**config.mk**
```make
export PLATFORM = sky130hd
export DESIGN_NAME = regfile_arbiter
export DESIGN_NICKNAME = d
export VERILOG_FILES = /design/src/rtl/regfile_arbiter.sv
export SDC_FILE = /design/constraint.sdc
export NUM_CORES = 1
export LEC_CHECK = 0
export CORE_ASPECT_RATIO = 1.4
export CORE_MARGIN = 5
export CORE_UTILIZATION = 35
export CTS_CLUSTER_SIZE = 28
export DETAILED_ROUTE_END_ITERATION = 12
export PLACE_DENSITY = 0.73
export SYNTH_ARGS = -nofsm -noshare
export SYNTH_HDL_FRONTEND = slang
export SYNTH_SLANG_ARGS = --single-unit
```
**constraint.sdc**
```tcl
create_clock -name clock -period 3.35 [get_ports clock]
set_input_delay 0.67 -clock clock [delete_from_list [all_inputs] [get_ports clock]]
set_output_delay 0.67 -clock clock [all_outputs]
set_load 0.05 [all_outputs]
```
**src/rtl/regfile_arbiter.sv**
```systemverilog
// Two-requester access controller for the 64 x 32 register file: arbitrates A/B, sequences
// IDLE -> ACCESS -> RESP, returns read data with a one-cycle ack. Macro: REGFILE_ARB_RR_EN.
module regfile_arbiter #(
    parameter int unsigned DATA_W = 32,
    parameter int unsigned ADDR_W = 6
) (
    input  logic              clock,
    input  logic              reset,

    input  logic              a_req,
    input  logic              a_we,
    input  logic [ADDR_W-1:0] a_addr,
    input  logic [DATA_W-1:0] a_wdata,
    output logic              a_ack,
    output logic [DATA_W-1:0] a_rdata,

    input  logic              b_req,
    input  logic              b_we,
    input  logic [ADDR_W-1:0] b_addr,
    input  logic [DATA_W-1:0] b_wdata,
    output logic              b_ack,
    output logic [DATA_W-1:0] b_rdata,

    output logic              rf_write,
    output logic [ADDR_W-1:0] rf_rd,
    output logic [ADDR_W-1:0] rf_rs,
    output logic [ADDR_W-1:0] rf_rt,
    output logic [DATA_W-1:0] rf_writein,
    input  logic [DATA_W-1:0] rf_rsout,

    output logic              busy
);

    localparam logic [1:0] IDLE   = 2'd0;
    localparam logic [1:0] ACCESS = 2'd1;
    localparam logic [1:0] RESP   = 2'd2;

    localparam logic SEL_A = 1'b0;
    localparam logic SEL_B = 1'b1;

    logic [1:0]        state_q, state_d;
    logic              grant;
    logic              grant_sel;

    logic              cmd_we_q;
    logic [ADDR_W-1:0] cmd_addr_q;
    logic [DATA_W-1:0] cmd_wdata_q;

    // Owner of the access in flight; with round-robin enabled it also serves as `last`.
    logic              winner_q;

    logic              a_ack_q, b_ack_q;
    logic [DATA_W-1:0] a_rdata_q, b_rdata_q;

    logic              resp_a, resp_b;

    // Arbitration
    always_comb begin
        grant     = (state_q == IDLE) && (a_req || b_req);
        grant_sel = SEL_A;
`ifdef REGFILE_ARB_RR_EN
        if (a_req && b_req) begin
            grant_sel = (winner_q == SEL_B) ? SEL_A : SEL_B;
        end else if (b_req) begin
            grant_sel = SEL_B;
        end
`else
        if (b_req && !a_req) begin
            grant_sel = SEL_B;
        end
`endif
    end

    always_comb begin
        state_d = state_q;
        case (state_q)
            IDLE:    if (grant) state_d = ACCESS;
            ACCESS:  state_d = RESP;
            RESP:    state_d = IDLE;
            default: state_d = IDLE;
        endcase
    end

    always_ff @(posedge clock or posedge reset) begin
        if (reset) begin
            state_q <= IDLE;
        end else begin
            state_q <= state_d;
        end
    end

    // Command register: request fields are sampled only at the grant edge.
    always_ff @(posedge clock or posedge reset) begin
        if (reset) begin
            cmd_we_q    <= 1'b0;
            cmd_addr_q  <= '0;
            cmd_wdata_q <= '0;
            winner_q    <= SEL_B;
        end else if (grant) begin
            winner_q <= grant_sel;
            if (grant_sel == SEL_B) begin
                cmd_we_q    <= b_we;
                cmd_addr_q  <= b_addr;
                cmd_wdata_q <= b_wdata;
            end else begin
                cmd_we_q    <= a_we;
                cmd_addr_q  <= a_addr;
                cmd_wdata_q <= a_wdata;
            end
        end
    end

    // Response: ack and read data land together at the RESP closing edge.
    always_comb begin
        resp_a = (state_q == RESP) && (winner_q == SEL_A);
        resp_b = (state_q == RESP) && (winner_q == SEL_B);
    end

    always_ff @(posedge clock or posedge reset) begin
        if (reset) begin
            a_ack_q   <= 1'b0;
            b_ack_q   <= 1'b0;
            a_rdata_q <= '0;
            b_rdata_q <= '0;
        end else begin
            a_ack_q <= resp_a;
            b_ack_q <= resp_b;
            if (resp_a && !cmd_we_q) begin
                a_rdata_q <= rf_rsout;
            end
            if (resp_b && !cmd_we_q) begin
                b_rdata_q <= rf_rsout;
            end
        end
    end

    // Addresses and write data hold between accesses; only the write strobe is gated.
    always_comb begin
        rf_write   = (state_q == ACCESS) && cmd_we_q;
        rf_rd      = cmd_addr_q;
        rf_rs      = cmd_addr_q;
        rf_rt      = cmd_addr_q;
        rf_writein = cmd_wdata_q;
        busy       = (state_q == ACCESS) || (state_q == RESP);
        a_ack      = a_ack_q;
        b_ack      = b_ack_q;
        a_rdata    = a_rdata_q;
        b_rdata    = b_rdata_q;
    end

endmodule
```
Word-level counts from Yosys, hierarchy flattened --
Cells that the tools add are included.
Word-level totals: register bits after elaboration 108, bits in latches 0, bits in writable memories 0, bits in read-only memories 0, input bits 114, word-level logic and storage cells 31, memories kept 0
Cells by class: add/sub/neg operators 0, multiply operators 0, divide/modulo/power cells 0, order comparisons 0, equal/unequal tests 3, shift operators 0, muxes and demuxes 6, bitwise operators 1, reduce and logical (&&, ||, !) cells 12
Operators with widths (number):
- $mux 32 | 1
- $logic_and 1x1->1 | 7
- $mux 6 | 1
- $pmux 2 s2 | 1
- $eq 2x1->1 const B | 1
- $eq 2x2->1 const B | 1
- $logic_not 1->1 | 2
- $logic_not 2->1 | 1
- $logic_or 1x1->1 | 2
- $mux 1 | 2
- $mux 2 | 1
- $ne 2x2->1 const B | 1
- $not 1->1 | 1

Depth between registers and ports, before layout --
Gate-level depths: netlist of the first run.
depth in word-level cells 4, gate-level depth with buffers 7, depth with buffers taken out 4

Worst setup path after synthesis of the first run --
OpenSTA, ideal clock, no wires.
path kind reg2out, from register state_q[1], to output rf_write, data arrival time 1.019 ns, path slack 1.661 ns, stages on the path, launching flop included 4, cell sequence dfrtp_1 -> inv_1 -> ha_1 -> and2_1
Between the ends: word-level cells in the longest chain between the ends 2
RTL lines:
- start: declaration | RTL line 41 | logic [1:0] state_q, state_d;
- start signal: assignment | RTL line 88 | state_q <= state_d;
- $eq 2x1->1 | RTL line 139 | rf_write = (state_q == ACCESS) && cmd_we_q;
- $logic_and 1x1->1 | RTL line 139
- end: declaration | RTL line 24 | output logic rf_write,
No other way between the ends.

Worst setup path in the final report of the first run --
from register state_q[0], to output busy
Between the ends: word-level cells in the longest chain between the ends 2, elaborated cells on any way between the ends 3, classes of those cells 2 x eq/ne; 1 x reduce/logical
RTL lines:
- $eq 2x1->1 / $eq 2x2->1 (equally long branches) | RTL line 144 | busy = (state_q == ACCESS) || (state_q == RESP);
- $logic_or 1x1->1 * | RTL line 144
- end: declaration | RTL line 31 | output logic busy
Mark *: on every way between the ends. The rest lies on a longest branch, timed or not.

==> results of run 1 <==
cell families (layout without fill, tap and decap cells):
kind of cell,after synthesis,after routing,synth area share
flip-flops,108,108,0.5426
AND/OR/NAND/NOR,82,82,0.1554
multiplexers,66,66,0.1491
buffers and inverters,45,255,0.05774
AO/OA/AOI/OAI,42,42,0.08260
adder cells (fa/ha/maj),5,5,0.01255
power by group:
part	leakage (uW)	internal [uW]	total (uW)	switching, uW
Combinational	0.00167	1940	5400	3460
Clock	0.000136	517	1020	502
Sequential	0.00125	1950	2340	386
Total	0.00306	4410	8760	4350
how the worst max path moves through the flow:
| stage | from | to | slack [ns] | cells past startpoint |
|---|---|---|---|---|
| 2_1_floorplan | reset | a_ack$_DFF_PP0_ | 1.38 | 1 |
| 3_3_place_gp | state_q[0]$_DFFE_PP0P_ | busy | 1.07 | 3 |
| 3_5_place_dp | state_q[0]$_DFFE_PP0P_ | busy | 1.04 | 3 |
| 4_1_cts | state_q[0]$_DFFE_PP0P_ | busy | 0.65 | 3 |
| 5_1_grt | state_q[0]$_DFFE_PP0P_ | busy | 0.58 | 3 |
| 6_report | state_q[0]$_DFFE_PP0P_ | busy | 0.67 | 3 |
worst max-delay path, stage by stage (launching register included):
cell and delay (ns):
dfrtp_1 0.41, inv_1 0.10, ha_2 0.32, clkdlybuf4s50_1 0.83
routing by layer:
metal  track usage  vias up  share of wire
met5             0        -              0
li1              -     1706              -
met1        0.1978     1886           0.41
met2        0.2840      181           0.49
met3       0.05356       20          0.078
met4       0.05484        0          0.019
registers in the layout, indices dropped and copies added (netlist names):
| name | count |
|---|---|
| winner_q | 1 |
| rf_writein | 32 |
| a_ack | 1 |
| state_q | 2 |
| cmd_we_q | 1 |
| rf_rd | 6 |
| b_rdata | 32 |
| b_ack | 1 |
| a_rdata | 32 |
through the flow:
| step | setup slack, ns | cell area [sq um] | cells | total power, uW |
|---|---|---|---|---|
| after floorplan | 1.379 | 4987 | 348 | 6035 |
| after global placement | 1.069 | 7305 | 728 | 7703 |
| after detailed placement | 1.041 | 7305 | 728 | 7811 |
| after CTS | 0.6516 | 7586 | 743 | 8859 |
| after global routing | 0.5775 | 7586 | 743 | 9160 |
| final | 0.6723 | 7586 | 743 | 8759 |
layout make-up:
cell class / instances / area [sq um] / area share
inverters: 3 / 15.01 / 0.001979
flip-flops and latches: 108 / 2704 / 0.3564
clock inverters: 6 / 56.30 / 0.007422
multi-input cells: 195 / 1994 / 0.2629
repair buffers: 237 / 2360 / 0.3111
well taps: 185 / 231.5 / 0.03051
clock buffers: 9 / 225.2 / 0.02969
synth_stat cells, types with 2 or more instances:
library cell    n  share of area
dfrtp_1       107           0.54
mux2_2         64           0.14
nand3b_1       36          0.054
nand4bb_1      36          0.081
o211a_1        36          0.072
buf_4          20          0.030
buf_2          10          0.010
clkbuf_1        7         0.0053
ha_1            5          0.013
buf_6           4         0.0090
inv_1           3         0.0023
o221a_2         3         0.0068
or4bb_1         3         0.0068
a21oi_1         2         0.0020
and2_1          2         0.0025
mux2_1          2         0.0045
==> key figures, run 1 <==
Outcome
  – Status: complete, no violations

Critical path
  – RR Startpoint: state_q[0]$_DFFE_PP0P_
  – Crit Path Class: register to primary output
  – RR Endpoint: b_rdata[12]$_DFFE_PP0P_
  – FF-to-FF setup slack: ~1.2 ns
  – Crit path DAT: 2.01 ns
  – Worst Setup End Kind: primary output
  – Critical Path Fanout Max: 4
  – CP startpoint kind: register
  – R2R depth: 4
  – Worst EP required: 2.68 ns

Placement
  – Port bufs: 231
  – Post-DP HPWL: ~10000 um
  – GP Congestion: 0.7775

Finish
  – Most common cell after layout, fill and taps aside: clkdlybuf4s50_1
  – Most frequent cells in the layout: 229 x clkdlybuf4s50_1, 107 x dfrtp_1, 64 x mux2_2
  – Core Util, Final: 0.5428
  – Layout cells sized above 1: 0.1720
  – Fill count: ~1200
  – Synth-to-layout area growth: 52.22%
  – Inserted Diodes: 0
  – Final #Nets: 673

Worst hold path
  – Hold path cells: 1
  – HP Start: a_rdata[29]$_DFFE_PP0P_
  – Hold path endpoint: a_rdata[29]$_DFFE_PP0P_
  – Min-Delay Path Class: register to register

Synth
  – EDFF count, synth: 0
  – Unique masters post-synth: 24
  – Register area share after synthesis: 0.5426
  – YS warnings: 0
  – Syn avg cell area: 14.32 sq um
  – Syn Nets: 467
  – Synth Flop Type: dfrtp_1
  – Yosys reg bits: 108
  – Share of flip-flops with an asynchronous set or reset: 1.000
  – Post-Syn Area: between 4000 and 5000 sq um
  – Cells after synthesis: about 350

STA
  – Fin crit period: 2.678 ns
  – Max frequency: 373.5 MHz
  – Slew Viols, Final: 0
  – Final Skew: approximately 0.009 ns
  – Worst-Margin Slew: slightly above 0.9 ns
  – Final setup violation count: 0
  – Headroom to the max-slew limit: 0.3757
  – Hold Vio Cnt, Final: 0
  – Setup TNS: 0 ns
  – Final worst-path cycle share: 0.7993
  – Hold Slack: 0.4943 ns
  – RSZ-0062 raised after global routing: false

GRT
  – Pin count of the biggest net entering global routing: about 110
  – Gr ovfl total: 0
  – First-pass GRT wire length: 22260 um
  – Total GRT Usage: 0.1657
  – Vias in the first global route: 4119
  – Initial antenna violation count: 0

CTS
  – Worst-case clock buffer depth: 2
  – Total CTS buffers: 9
  – Worst skew pair latency: around 0.35 ns
  – TritonCTS clock tree: built
  – Post_cts resized: 0
  – Hold buffers post-CTS: 0
  – Clock transition at the registers of the reported paths: about 0.07 ns
  – Setup Fix Bufs, Post-CTS: 0
  – Clock sinks: 108
  – CTS HTree Levels: 3
  – Root Driver: clkbuf_16

Floorplanning
  – I/O pins: 232
  – Die ar.: ~17000 sq um
  – Core region area: 13970 sq um
  – Initial core utilization: 0.3566
  – Die height: 151.2 um
  – Die Width: around 110 um
  – Row Count: around 50

Drt
  – WL/cell: 18.77 um
  – Number of vias per cell: 5.105
  – Starting DRT DRC Count: 152
  – First-pass DRT Iterations: 4
  – Post-route DRC: 0
  – Routed wire length: ~14000 um
  – Via count: 3793
  – Routed Antenna Nets: 0

Power
  – Leak: 0.003058 uW
  – Worst vdd ir: roughly 0.57 mV
  – PwrDens: approximately 1200 nW/um^2

Job
  – Max Cap Violations: 0
No activity file was read; power rests on OpenSTA's default activity.
==> run 2: changes to the inputs <==
--- a/config.mk
+++ b/config.mk
@@ -10,7 +10,7 @@
 export CORE_UTILIZATION = 35
 export CTS_CLUSTER_SIZE = 28
 export DETAILED_ROUTE_END_ITERATION = 12
-export PLACE_DENSITY = 0.73
+export PLACE_DENSITY = 0.7
 export SYNTH_ARGS = -nofsm -noshare
 export SYNTH_HDL_FRONTEND = slang
 export SYNTH_SLANG_ARGS = --single-unit
==> constraint.sdc (replaced) <==
create_clock -name clock -period 2.66 [get_ports clock]
set_input_delay 0.532 -clock clock [delete_from_list [all_inputs] [get_ports clock]]
set_output_delay 0.532 -clock clock [all_outputs]
set_load 0.05 [all_outputs]
==> run 2 against run 1 <==
Via count shrank 0.24%. First-iteration DRC count is 4.6% higher. Sequential share of layout area shrank 0.20 points. Wire length rose by 0.88%. Hold slack worse by 0.018 ns. Power rose by 26%. Count of clock-buffer cells in the layout is the same.
==> key figures, run 2 (same netlist as run 1, synthesis figures left out) <==
Outcome
  – Status: complete, no violations

CTS
  – Clock transition at the registers of the reported paths: 0.07 ns (about the same)
  – Post_cts resized: 0 (unchanged)
  – Setup Fix Bufs, Post-CTS: 0 (unchanged)
  – CTS HTree Levels: 3 (unchanged)
  – Clock sinks: 108 (unchanged)
  – TritonCTS clock tree: built
  – Worst skew pair latency: 0.34 ns (about the same)
  – Hold buffers post-CTS: 0 (unchanged)
  – Worst-case clock buffer depth: 2 (unchanged)
  – Total CTS buffers: 9 (unchanged)
  – Root Driver: clkbuf_16

Floorplanning
  – I/O pins: 232 (unchanged)
  – Row Count: 51 (unchanged)
  – Die ar.: 16760 sq um (unchanged)
  – Die Width: 110.9 um (unchanged)
  – Die height: 151.2 um (unchanged)
  – Initial core utilization: 0.3566 (unchanged)
  – Core region area: 13970 sq um (unchanged)

STA
  – Max frequency: 399.2 MHz
  – Final setup violation count: 0 (unchanged)
  – Slew Viols, Final: 0 (unchanged)
  – Hold Vio Cnt, Final: 0 (unchanged)
  – Worst-Margin Slew: 0.5672 ns (-0.3643 ns)
  – Setup TNS: 0 ns (unchanged)
  – Final worst-path cycle share: 0.9417
  – RSZ-0062 raised after global routing: false
  – Final Skew: 0.008683 ns (-0.00009878 ns)
  – Hold Slack: 0.4766 ns (-0.01769 ns)
  – Headroom to the max-slew limit: 0.6207 (+0.2450)
  – Fin crit period: 2.505 ns

Worst hold path
  – Min-Delay Path Class: input port to register
  – HP Start: a_req

Critical path
  – CP startpoint kind: register
  – RR Startpoint: state_q[0]$_DFFE_PP0P_
  – Worst Setup End Kind: primary output
  – Crit Path Class: register to primary output
  – Crit path DAT: 1.97 ns (-0.04 ns)
  – Critical Path Fanout Max: 4 (unchanged)
  – Worst Setup SP: state_q[0]$_DFFE_PP0P_
  – Worst EP required: 2.13 ns (-0.55 ns)

Finish
  – Most frequent cells in the layout: 230 x clkdlybuf4s50_1, 107 x dfrtp_1, 64 x mux2_2
  – Most common cell after layout, fill and taps aside: clkdlybuf4s50_1
  – Synth-to-layout area growth: 53.08%
  – Inserted Diodes: 0 (unchanged)
  – Final #Nets: 678 (+0.74%)
  – Layout cells sized above 1: 0.1776 (+0.005577)

Power
  – PwrDens: 1449 nW/um^2 (+25%)
  – Leak: 0.003081 uW (+0.77%)
  – Worst vdd ir: 0.8138 mV (+44%)

Drt
  – Starting DRT DRC Count: 159 (+4.6%)
  – WL/cell: 18.81 um (+0.21%)
  – Routed wire length: 14070 um (+0.88%)
  – Post-route DRC: 0 (unchanged)
  – Via count: 3784 (-0.24%)
  – Number of vias per cell: 5.059 (-0.90%)
  – Routed Antenna Nets: 0 (unchanged)
  – First-pass DRT Iterations: 4 (unchanged)

GRT
  – Total GRT Usage: 0.1673 (+0.001587)
  – Pin count of the biggest net entering global routing: 60 (-45%)
  – Gr ovfl total: 0 (unchanged)
  – Initial antenna violation count: 0 (unchanged)
  – Vias in the first global route: 4123 (+0.097%)
  – First-pass GRT wire length: 22350 um (+0.40%)

Job
  – Max Cap Violations: 0 (unchanged)

Placement
  – Post-DP HPWL: 10500 um (+5.5%)
  – Port bufs: 231 (unchanged)
  – GP Congestion: 0.7715 (-0.77%)
## run 2: metrics by stage
step                      worst slack (ns)  cells  area (sq um)  utilization  total power (uW)
final                               0.1550    748          7629       0.5459             11050
after global routing               0.06817    748          7629       0.5459             11550
after CTS                           0.1280    748          7629       0.5459             11200
after detailed placement            0.4830    733          7347       0.5257              9877
after global placement              0.5518    733          7347       0.5257              9745
after floorplan                     0.8273    348          4987            -              7600
## run 2: layout make-up
type                    count  area [sq um]
clock inverters             6         56.30
flip-flops and latches    108          2704
fillers                  1185          6346
multi-input cells         195          1994
well taps                 185         231.5
repair buffers            242          2402
inverters                   3         15.01
clock buffers               9         225.2
## run 2: where the power goes
part           switching [uW]  total, uW  internal (uW)
sequential                486       2950           2460
clock                     629       1280            651
combinational            4360       6830           2460
total                    5480      11100           5570
## run 2: per-layer routing
layer  wire length, um  vias to the layer above  global-route usage
li1                  -                     1719                   -
met1              5734                     1886              0.1964
met2              7036                      169              0.2880
met3              1132                       10             0.06475
met4               165                        0             0.04436
met5                 0                        -                   0
## run 2: worst paths after layout
path / end / slack [ns] / cells after the start
max: busy / 0.16 / 3
min: winner_q$_DFFE_PP1P_ / 0.48 / 2
max reg2reg: rf_writein[31]$_DFFE_PP0P_ / 0.69 / 5
min reg2reg: a_rdata[28]$_DFFE_PP0P_ / 0.50 / 1
max in group asynchronous: rf_writein[13]$_DFFE_PP0P_ / 1.32 / 3
min in group asynchronous: a_rdata[25]$_DFFE_PP0P_ / 0.56 / 2
## run 2: critical path: stages (launching register included)
cell and delay [ns]:
dfrtp_1 0.40, inv_1 0.10, ha_2 0.32, clkdlybuf4s50_1 0.82
==> run 3: changes to the inputs <==
--- a/config.mk
+++ b/config.mk
@@ -10,6 +10,7 @@
 export CORE_UTILIZATION = 35
 export CTS_CLUSTER_SIZE = 28
 export DETAILED_ROUTE_END_ITERATION = 12
+export GPL_ROUTABILITY_DRIVEN = 1
 export PLACE_DENSITY = 0.7
 export SYNTH_ARGS = -nofsm -noshare
 export SYNTH_HDL_FRONTEND = slang
==> results of run 3 <==
Final layout, timing and power as in run 2 (identical DEF).
